==> src/rtl/stopwatch_cu.sv <==
// stopwatch_cu: conditions the raw buttons and switch, then runs the RUN/STOP/CLEAR control FSM.
// Define STOPWATCH_LAP_EN to build the lap button path and the o_lap_hold toggle.
module stopwatch_cu #(
  parameter int CLK_FREQ   = 100_000_000,
  parameter int SAMPLE_HZ  = 100_000,
  parameter int DB_SAMPLES = 8
) (
  input  logic       clk,
  input  logic       reset,
  input  logic       btnL_RunStop,
  input  logic       btnR_Clear,
  input  logic       btnU_Lap,
  input  logic       sw0,
  output logic       o_run,
  output logic       o_clear,
  output logic       o_disp_sel,
  output logic       o_lap_hold,
  output logic [1:0] o_state
);

  localparam int TICK_DIV = CLK_FREQ / SAMPLE_HZ;
  localparam int CNT_W    = (TICK_DIV > 1) ? $clog2(TICK_DIV) : 1;
`ifdef STOPWATCH_LAP_EN
  localparam int NB = 3;
`else
  localparam int NB = 2;
`endif

  typedef enum logic [1:0] {
    ST_STOP  = 2'b00,
    ST_RUN   = 2'b01,
    ST_CLEAR = 2'b10
  } state_t;

  logic [NB-1:0]    w_raw;
  logic [NB-1:0]    w_pulse;
  logic [CNT_W-1:0] r_tick_cnt;
  logic             w_tick;
  logic             w_rs_p;
  logic             w_clr_p;
  logic             r_sw_s1;
  logic             r_sw_s2;
  state_t           r_state;
  logic             r_run;
  logic             r_clear;
  logic [1:0]       r_state_out;

`ifdef STOPWATCH_LAP_EN
  logic w_lap_p;
  logic r_lap_hold;
  assign w_raw      = {btnU_Lap, btnR_Clear, btnL_RunStop};
  assign w_lap_p    = w_pulse[2];
  assign o_lap_hold = r_lap_hold;
`else
  logic w_unused_lap;
  assign w_raw        = {btnR_Clear, btnL_RunStop};
  assign w_unused_lap = btnU_Lap;
  assign o_lap_hold   = 1'b0;
`endif

  assign w_rs_p  = w_pulse[0];
  assign w_clr_p = w_pulse[1];

  // Shared sampling strobe for all debouncers.
  assign w_tick = (r_tick_cnt == CNT_W'(TICK_DIV - 1));

  always_ff @(posedge clk) begin
    if (reset || w_tick) begin
      r_tick_cnt <= '0;
    end else begin
      r_tick_cnt <= r_tick_cnt + 1'b1;
    end
  end

  always_ff @(posedge clk) begin
    if (reset) begin
      r_sw_s1 <= 1'b0;
      r_sw_s2 <= 1'b0;
    end else begin
      r_sw_s1 <= sw0;
      r_sw_s2 <= r_sw_s1;
    end
  end

  assign o_disp_sel = r_sw_s2;

  genvar gi;
  generate
    for (gi = 0; gi < NB; gi++) begin : g_btn
      logic                  r_s1;
      logic                  r_s2;
      logic                  r_db;
      logic                  r_db_d;
      logic [DB_SAMPLES-1:0] r_sh;
      logic [DB_SAMPLES-1:0] w_sh_next;

      // The level decision looks at the window including the sample being shifted in.
      assign w_sh_next = {r_sh[DB_SAMPLES-2:0], r_s2};

      always_ff @(posedge clk) begin
        if (reset) begin
          r_s1   <= 1'b0;
          r_s2   <= 1'b0;
          r_sh   <= '0;
          r_db   <= 1'b0;
          r_db_d <= 1'b0;
        end else begin
          r_s1   <= w_raw[gi];
          r_s2   <= r_s1;
          r_db_d <= r_db;
          if (w_tick) begin
            r_sh <= w_sh_next;
            if (&w_sh_next) begin
              r_db <= 1'b1;
            end else if (~|w_sh_next) begin
              r_db <= 1'b0;
            end
          end
        end
      end

      assign w_pulse[gi] = r_db & ~r_db_d;
    end
  endgenerate

  always_ff @(posedge clk) begin
    if (reset) begin
      r_state     <= ST_STOP;
      r_run       <= 1'b0;
      r_clear     <= 1'b0;
      r_state_out <= 2'b00;
`ifdef STOPWATCH_LAP_EN
      r_lap_hold  <= 1'b0;
`endif
    end else begin
      r_run       <= (r_state == ST_RUN);
      r_clear     <= (r_state == ST_CLEAR);
      r_state_out <= r_state;
      case (r_state)
        ST_STOP: begin
          if (w_rs_p) begin
            r_state <= ST_RUN;
          end else if (w_clr_p) begin
            r_state <= ST_CLEAR;
          end
        end
        ST_RUN: begin
          if (w_rs_p) begin
            r_state <= ST_STOP;
          end
        end
        default: r_state <= ST_STOP;
      endcase
`ifdef STOPWATCH_LAP_EN
      // Lap hold is cleared on the edge that enters CLEAR; lap presses in CLEAR are dropped.
      if (r_state == ST_STOP && !w_rs_p && w_clr_p) begin
        r_lap_hold <= 1'b0;
      end else if (w_lap_p && r_state == ST_RUN) begin
        r_lap_hold <= ~r_lap_hold;
      end else if (w_lap_p && r_state == ST_STOP) begin
        r_lap_hold <= 1'b0;
      end
`endif
    end
  end

  assign o_run   = r_run;
  assign o_clear = r_clear;
  assign o_state = r_state_out;

endmodule

==> config.mk <==
export PLATFORM = sky130hd
export DESIGN_NAME = stopwatch_cu
export DESIGN_NICKNAME = d
export VERILOG_FILES = /design/src/rtl/stopwatch_cu.sv
export SDC_FILE = /design/constraint.sdc
export NUM_CORES = 1
export LEC_CHECK = 0
export ABC_AREA = 0
export CAP_MARGIN = 0
export CORE_MARGIN = 10
export CORE_UTILIZATION = 50
export DETAILED_ROUTE_END_ITERATION = 8
export PLACE_DENSITY = 0.72
export SYNTH_ARGS = -nofsm -noshare
export SYNTH_HDL_FRONTEND = slang
export SYNTH_SLANG_ARGS = --single-unit
==> constraint.sdc <==
create_clock -name clk -period 1.43 [get_ports clk]
set_input_delay 0.143 -clock clk [delete_from_list [all_inputs] [get_ports clk]]
set_output_delay 0.143 -clock clk [all_outputs]
set_load 0.05 [all_outputs]
==> results of run 1 <==
==> power groups by stage <==
| stage | registers (mW) | logic (mW) | clock network (mW) |
|---|---|---|---|
| after floorplan | 1.17 | 0.0446 | 0 |
| after global placement | 1.16 | 0.0801 | 0 |
| after detailed placement | 1.16 | 0.0828 | 0 |
| after CTS | 1.14 | 0.0837 | 0.845 |
| after global routing | 1.14 | 0.0940 | 0.887 |
| final | 1.14 | 0.0848 | 0.828 |
==> per-layer routing <==
metal	up-vias	GRT usage [%]	part of all wire, %
met2	18	18.45	51
met5	-	0	0
met4	0	4.461	1.5
li1	588	-	-
met3	7	3.656	3.8
met1	554	10.60	43
==> cell usage after synthesis (all sizes together) <==
cell type   n  share of area [%]
a21o        1               0.48
a21oi      16                8.2
a311oi      1               0.56
and2        1               0.40
and3        4                2.0
buf         8                3.6
conb        1               0.24
dfxtp      40                 51
ha          1               0.79
inv         1               0.24
nand2      33                9.5
nand3       4                1.6
nand4       4                1.6
nor2        2               0.48
nor2b      12                4.8
nor3        9                2.9
nor3b       3                2.1
nor4        4                1.6
nor4bb      1               0.64
o21ai       4                1.3
o41ai       2                2.1
or3         1               0.40
xnor2       5                2.8
xor2        2                1.1
==> cell families (layout without fill, tap and decap cells) <==
kind of cell / after synthesis / in the layout
adder cells (fa/ha/maj): 1 / 1
XOR/XNOR: 7 / 7
buffers and inverters: 9 / 29
other: 1 / 1
AO/OA/AOI/OAI: 24 / 24
flip-flops: 40 / 40
AND/OR/NAND/NOR: 78 / 79
==> worst max-delay path, cell delays in order, from the launching register on <==
cell and delay, ns:
dfxtp_1 0.39, nor3b_4 0.31, nand3_4 0.14, buf_12 0.16
o41ai_2 0.31
==> state kept, by name (all words and copies together) (netlist names) <==
signal	count
g_btn.r_sh	14
r_tick_cnt	10
g_btn.r_db	2
g_btn.r_db_d	2
g_btn.r_s1	2
g_btn.r_s2	2
o_state	2
r_state	2
o_clear	1
o_disp_sel	1
o_run	1
r_sw_s1	1
==> through the flow <==
stage | setup WS [ns] | cells
5_1_grt | -0.004154 | 225
4_1_cts | 0.0002172 | 220
2_1_floorplan | 0.04261 | 160
3_5_place_dp | -0.01318 | 212
6_report | 0.03395 | 225
3_3_place_gp | 0.04369 | 212
==> layout make-up <==
cell class	count	area share (%)
sequential	40	41.73
multi-input combinational	112	39.13
clock inverter	1	1.557
tap	44	2.855
clock buffer	7	3.374
timing repair buffer	20	11.16
inverter	1	0.1947
==> worst min path at each step <==
stage	start	endpoint	slack [ns]	cells past startpoint
2_1_floorplan	reset	o_state[1]$_SDFF_PP0_	0.22	1
3_3_place_gp	g_btn[0].r_s1$_SDFF_PP0_	g_btn[0].r_s2$_SDFF_PP0_	0.43	1
3_5_place_dp	g_btn[0].r_s1$_SDFF_PP0_	g_btn[0].r_s2$_SDFF_PP0_	0.43	1
4_1_cts	sw0	r_sw_s1$_SDFF_PP0_	0.35	2
5_1_grt	sw0	r_sw_s1$_SDFF_PP0_	0.36	2
6_report	sw0	r_sw_s1$_SDFF_PP0_	0.35	2
==> what timing repair did <==
item	in CTS	in global routing
setup buffers	0	3
cloned	0	2
endpoints found under the setup margin	10	17
pin swaps	0	1
hold buffers	0	0
resized for setup	2	8
==> metrics.csv, run 1 <==
metric,value,unit
drt via density,5.187,
"most common cell after layout, fill and taps aside",dfxtp_1,
GRT Residual Overflow,0,
Initial Utilization,52.02,%
area of the multi-input gates,754.5,µm²
final period demand of the worst path,1.396,ns
unique cell type count in the Yosys netlist,35,
pin count of the biggest net entering global routing,30,
DP Area,0.001729,mm²
Vias,1167,
total power,2.053,mW
CTS tree,done,
Reg2Reg Launch Point,r_tick_cnt[4]$_SDFF_PP0_,
CTS buffer count,5,
critical-path maximum fanout,5,
gpl congestion,0.7196,
yosys warns,0,
"commonest non-fill, non-tap cells in the layout","dfxtp_1, nand2_1, a21oi_2",
vias in the first global route,1203,
Total GRT Usage,10.33,%
post-synthesis mux area share,0,%
wire per inst,13.41,µm
final hold vios,0,
die area,0.005796,mm²
"wirelength, routed",3017,µm
cell row count,20,
Final Slew Violations,0,
syn_area_per_cell,9.845,µm²
Core Box Area,0.003028,mm²
fin util,63.68,%
worst skew pair latency,0.35,ns
DRC,0,
area grow syn2layout,22.40,%
I/O Buffers,9,
compound-gate portion of the synthesized area,12.55,%
Synth Register Bits,40,
Worst-path clk slew,0.11,ns
Setup-failing EPs final,0,
Setup Crit Path Kind,reg -> reg,
wire length of the first global-routing pass,5050,µm
PD cells,1065,mW/mm²
Worst Path Required,1.68,ns
final cell area excluding filler cells,0.001928,mm²
crit path from,r_tick_cnt[4]$_SDFF_PP0_,
synthesized netlist cell count,160,
largest family of logic cells by synthesized area,simple AND/OR/NAND/NOR gates,
clk_skew,0.008804,ns
hold crit path type,in -> reg,
fraction of layout cells with a size suffix above 1,33.70,%
P_int,1.634,mW
clk root buf,clkbuf_4,
Setup crit start kind,flip-flop,
initial antenna violation count,0,
FILL cells,263,
Setup Total Neg Slack,0,ns
maxcap violations,0,
First-pass DRT Iterations,4,
# diodes,0,
status,completed,
Detailed Place HPWL,2021,µm
Synth Net Count,167,
First DRT Iteration DRCs,60,
Register Area,804.5,µm²
die height,76.13,µm
post-synthesis simple-gate area fraction,27.88,%
Worst EP arrival,1.65,ns
Reg-to-Reg End,g_btn[0].r_db$_SDFFE_PP0P_,
Nets,187,
clk sinks,40,
die width,76.13,µm
num ports,12,
adder-cell share of the synthesized area,0.7943,%
sequential element share of the synthesized area,50.83,%
maximum vdd ir drop,0.6313,mV
Antenna Nets Post-Route,0,
synthesized area,0.001575,mm²
post-synthesis xor/xnor area fraction,3.892,%
crit path to,g_btn[0].r_db$_SDFFE_PP0P_,
hold_ws,0.3522,ns
Seq pwr share,55.5,%
switching pwr,0.4193,mW
final worst path period share,97.63,%
Worst setup EP type,flip-flop,
cell count of the worst reg-to-reg path,4,
Static Leak,0.6927,nW
worst reg2reg setup slack,0.03,ns
fmax,716.3,MHz
Clock power frac,40.3,%
combinational power share,4.1,%
Sw Ratio,20.42,%
CTS H-tree depth,2,
clock buffer depth,2,
No activity file was read; power rests on OpenSTA's default activity.
==> run 2, diff against run 1 <==
Settings changed: CAP_MARGIN 0 to 15.
==> results of run 2 <==
Same layout as run 1: the final DEF is identical, and so are final timing and power.
==> run 3, diff against run 2 <==
Settings changed: CORE_UTILIZATION 50 to 57, PLACE_DENSITY 0.72 to 0.77.
Clock period 1.43 ns to 1.8 ns, I/O delays scaled along.
==> run 3 against run 2 <==
Net effect: global-route usage increased by 0.29 points; combinational power decreased by 35%; clock power decreased by 52%; die area decreased by 9.1%; sequential power decreased by 21%; first-iteration DRC count increased by 80%; critical path type unchanged; critical endpoint is now g_btn[1].r_db$_SDFFE_PP0P_.
==> metrics.csv, run 3 (synthesis gave the netlist of run 1 again) <==
metric,value,unit,change
wire per inst,12.52,µm,was 13.41 µm
# diodes,0,,unchanged
critical-path maximum fanout,18,,was 5
Static Leak,0.5856,nW,was 0.6927 nW
Total GRT Usage,10.62,%,was 10.33%
Clock power frac,29.4,%,was 40.3%
"slowest stage delay, CP",0.38,ns,was 0.39 ns
num ports,12,,unchanged
hold crit path type,in -> reg,,unchanged
Worst Path Required,2.03,ns,was 1.68 ns
Setup Crit Path Kind,reg -> reg,,unchanged
"commonest non-fill, non-tap cells in the layout","dfxtp_1, nand2_1, a21oi_2",,unchanged
hold-fix buffers at CTS,0,,unchanged
post-CTS setup buffer count,0,,unchanged
max reg flops,14,,unchanged
clk_skew,0.009889,ns,was 0.008804 ns
clk root buf,clkbuf_4,,unchanged
fraction of layout cells with a size suffix above 1,21.30,%,was 33.70%
total power,1.359,mW,was 2.053 mW
Final Slew Violations,0,,unchanged
Worst EP arrival,1.87,ns,was 1.65 ns
FILL cells,236,,was 263
pin count of the biggest net entering global routing,40,,was 30
Top reg by flops,g_btn.r_sh,,unchanged
Core Box Area,0.002710,mm²,was 0.003028 mm²
vias in the first global route,1086,,was 1203
hold_ws,0.3848,ns,was 0.3522 ns
maxcap violations,0,,unchanged
PD cells,792.9,mW/mm²,was 1065 mW/mm²
fin util,63.25,%,was 63.68%
Seq pwr share,66.5,%,was 55.5%
First DRT Iteration DRCs,108,,was 60
Sw Ratio,21.67,%,was 20.42%
CP bufs+invs,0,,was 1
gpl congestion,0.7529,,was 0.7196
DRC,0,,unchanged
Detailed Place HPWL,1722,µm,was 2021 µm
relative slew slack,66.81,%,
drt via density,5.500,,was 5.187
final non-filler cell total,200,,was 225
Antenna Nets Post-Route,0,,unchanged
CTS buffer count,5,,unchanged
final worst path period share,91.37,%,was 97.63%
final hold vios,0,,unchanged
maximum vdd ir drop,0.5760,mV,was 0.6313 mV
die height,72.57,µm,was 76.13 µm
I/O Buffers,9,,unchanged
First-pass DRT Iterations,4,,unchanged
combinational power share,4.0,%,was 4.1%
Setup-failing EPs final,0,,unchanged
worst skew pair latency,0.34,ns,was 0.35 ns
placed insts,193,,was 212
worst slew pin tran,0.4962,ns,
Nets,176,,was 187
Worst setup EP type,flip-flop,,unchanged
clock buffer depth,2,,unchanged
Worst path top cell family by delay,simple AND/OR/NAND/NOR gates,,unchanged
final period demand of the worst path,1.645,ns,was 1.396 ns
Largest regs,"g_btn.r_sh x14, r_tick_cnt x10",,unchanged
"most common cell after layout, fill and taps aside",dfxtp_1,,unchanged
wire length of the first global-routing pass,4560,µm,was 5050 µm
cells along the critical path,"ha_1, and3_2, nand3_2, o21ai_1, o41ai_2",,"was nor3b_4, nand3_4, buf_12, o41ai_2"
fmax,608.0,MHz,was 716.3 MHz
switching pwr,0.2945,mW,was 0.4193 mW
Setup Total Neg Slack,0,ns,unchanged
GRT Residual Overflow,0,,unchanged
die width,72.57,µm,was 76.13 µm
Vias,1100,,was 1167
critical path's slowest cell,dfxtp_1,,unchanged
area grow syn2layout,8.816,%,was 22.40%
P_int,1.065,mW,was 1.634 mW
cell row count,19,,was 20
"wirelength, routed",2504,µm,was 3017 µm
die area,0.005266,mm²,was 0.005796 mm²
Worst-path clk slew,0.11,ns,about the same
initial antenna violation count,0,,unchanged
clk sinks,40,,unchanged
status,completed,,unchanged
RSZ-0062 raised after global routing,false,,
CTS H-tree depth,2,,unchanged
CTS tree,done,,unchanged
Setup crit start kind,flip-flop,,unchanged
post-cts resize count,0,,was 2
Initial Utilization,58.13,%,was 52.02%
[run 3: worst paths after layout]
kind / slack [ns] / from / depth (start not counted) / to
max: 0.16 / r_tick_cnt[0]$_SDFF_PP0_ / 5 / g_btn[1].r_db$_SDFFE_PP0P_
min: 0.38 / btnL_RunStop / 2 / g_btn[0].r_s1$_SDFF_PP0_
max reg2reg: 0.16 / r_tick_cnt[0]$_SDFF_PP0_ / 5 / g_btn[1].r_db$_SDFFE_PP0P_
min reg2reg: 0.45 / g_btn[0].r_s1$_SDFF_PP0_ / 1 / g_btn[0].r_s2$_SDFF_PP0_
[run 3: final cells by class]
class / instances / area [µm²] / share of cell area (%)
clock inverter: 1 / 5.005 / 0.2920
inverter: 1 / 3.754 / 0.2190
sequential: 40 / 800.8 / 46.72
timing repair buffer: 10 / 110.1 / 6.423
clock buffer: 6 / 41.29 / 2.409
multi-input combinational: 111 / 714.4 / 41.68
tap: 31 / 38.79 / 2.263
[run 3: power groups by stage]
stage	clock network, mW	logic (mW)	registers, mW
2_1_floorplan	0	0.0354	0.926
3_3_place_gp	0	0.0540	0.924
3_5_place_dp	0	0.0554	0.925
4_1_cts	0.426	0.0557	0.904
5_1_grt	0.458	0.0604	0.906
6_report	0.400	0.0547	0.904
[run 3: worst register-to-register path: cells and delay by family (launching register included)]
family	cells	cell delay, ns
flops	1	0.38
simple gates	2	0.57
fa+ha+maj	1	0.21
compound gates	2	0.37
[run 3: per-stage QoR]
stage | setup slack (ns) | instance area, µm²
global placement | 0.2187 | 1668
CTS | 0.1417 | 1714
global route | 0.01957 | 1714
detailed placement | 0.1624 | 1668
floorplan | 0.4126 | 1575
finish | 0.1553 | 1714
[run 3: per-layer routing]
| metal | up-vias | track usage, % | routed length, µm | share of wire, % |
|---|---|---|---|---|
| met4 | 0 | 5.274 | 34 | 1.4 |
| li1 | 562 | - | - | - |
| met3 | 5 | 4.354 | 118 | 4.7 |
| met2 | 18 | 18.02 | 1213 | 48 |
| met1 | 515 | 11.03 | 1138 | 45 |
| met5 | - | 0 | 0 | 0 |
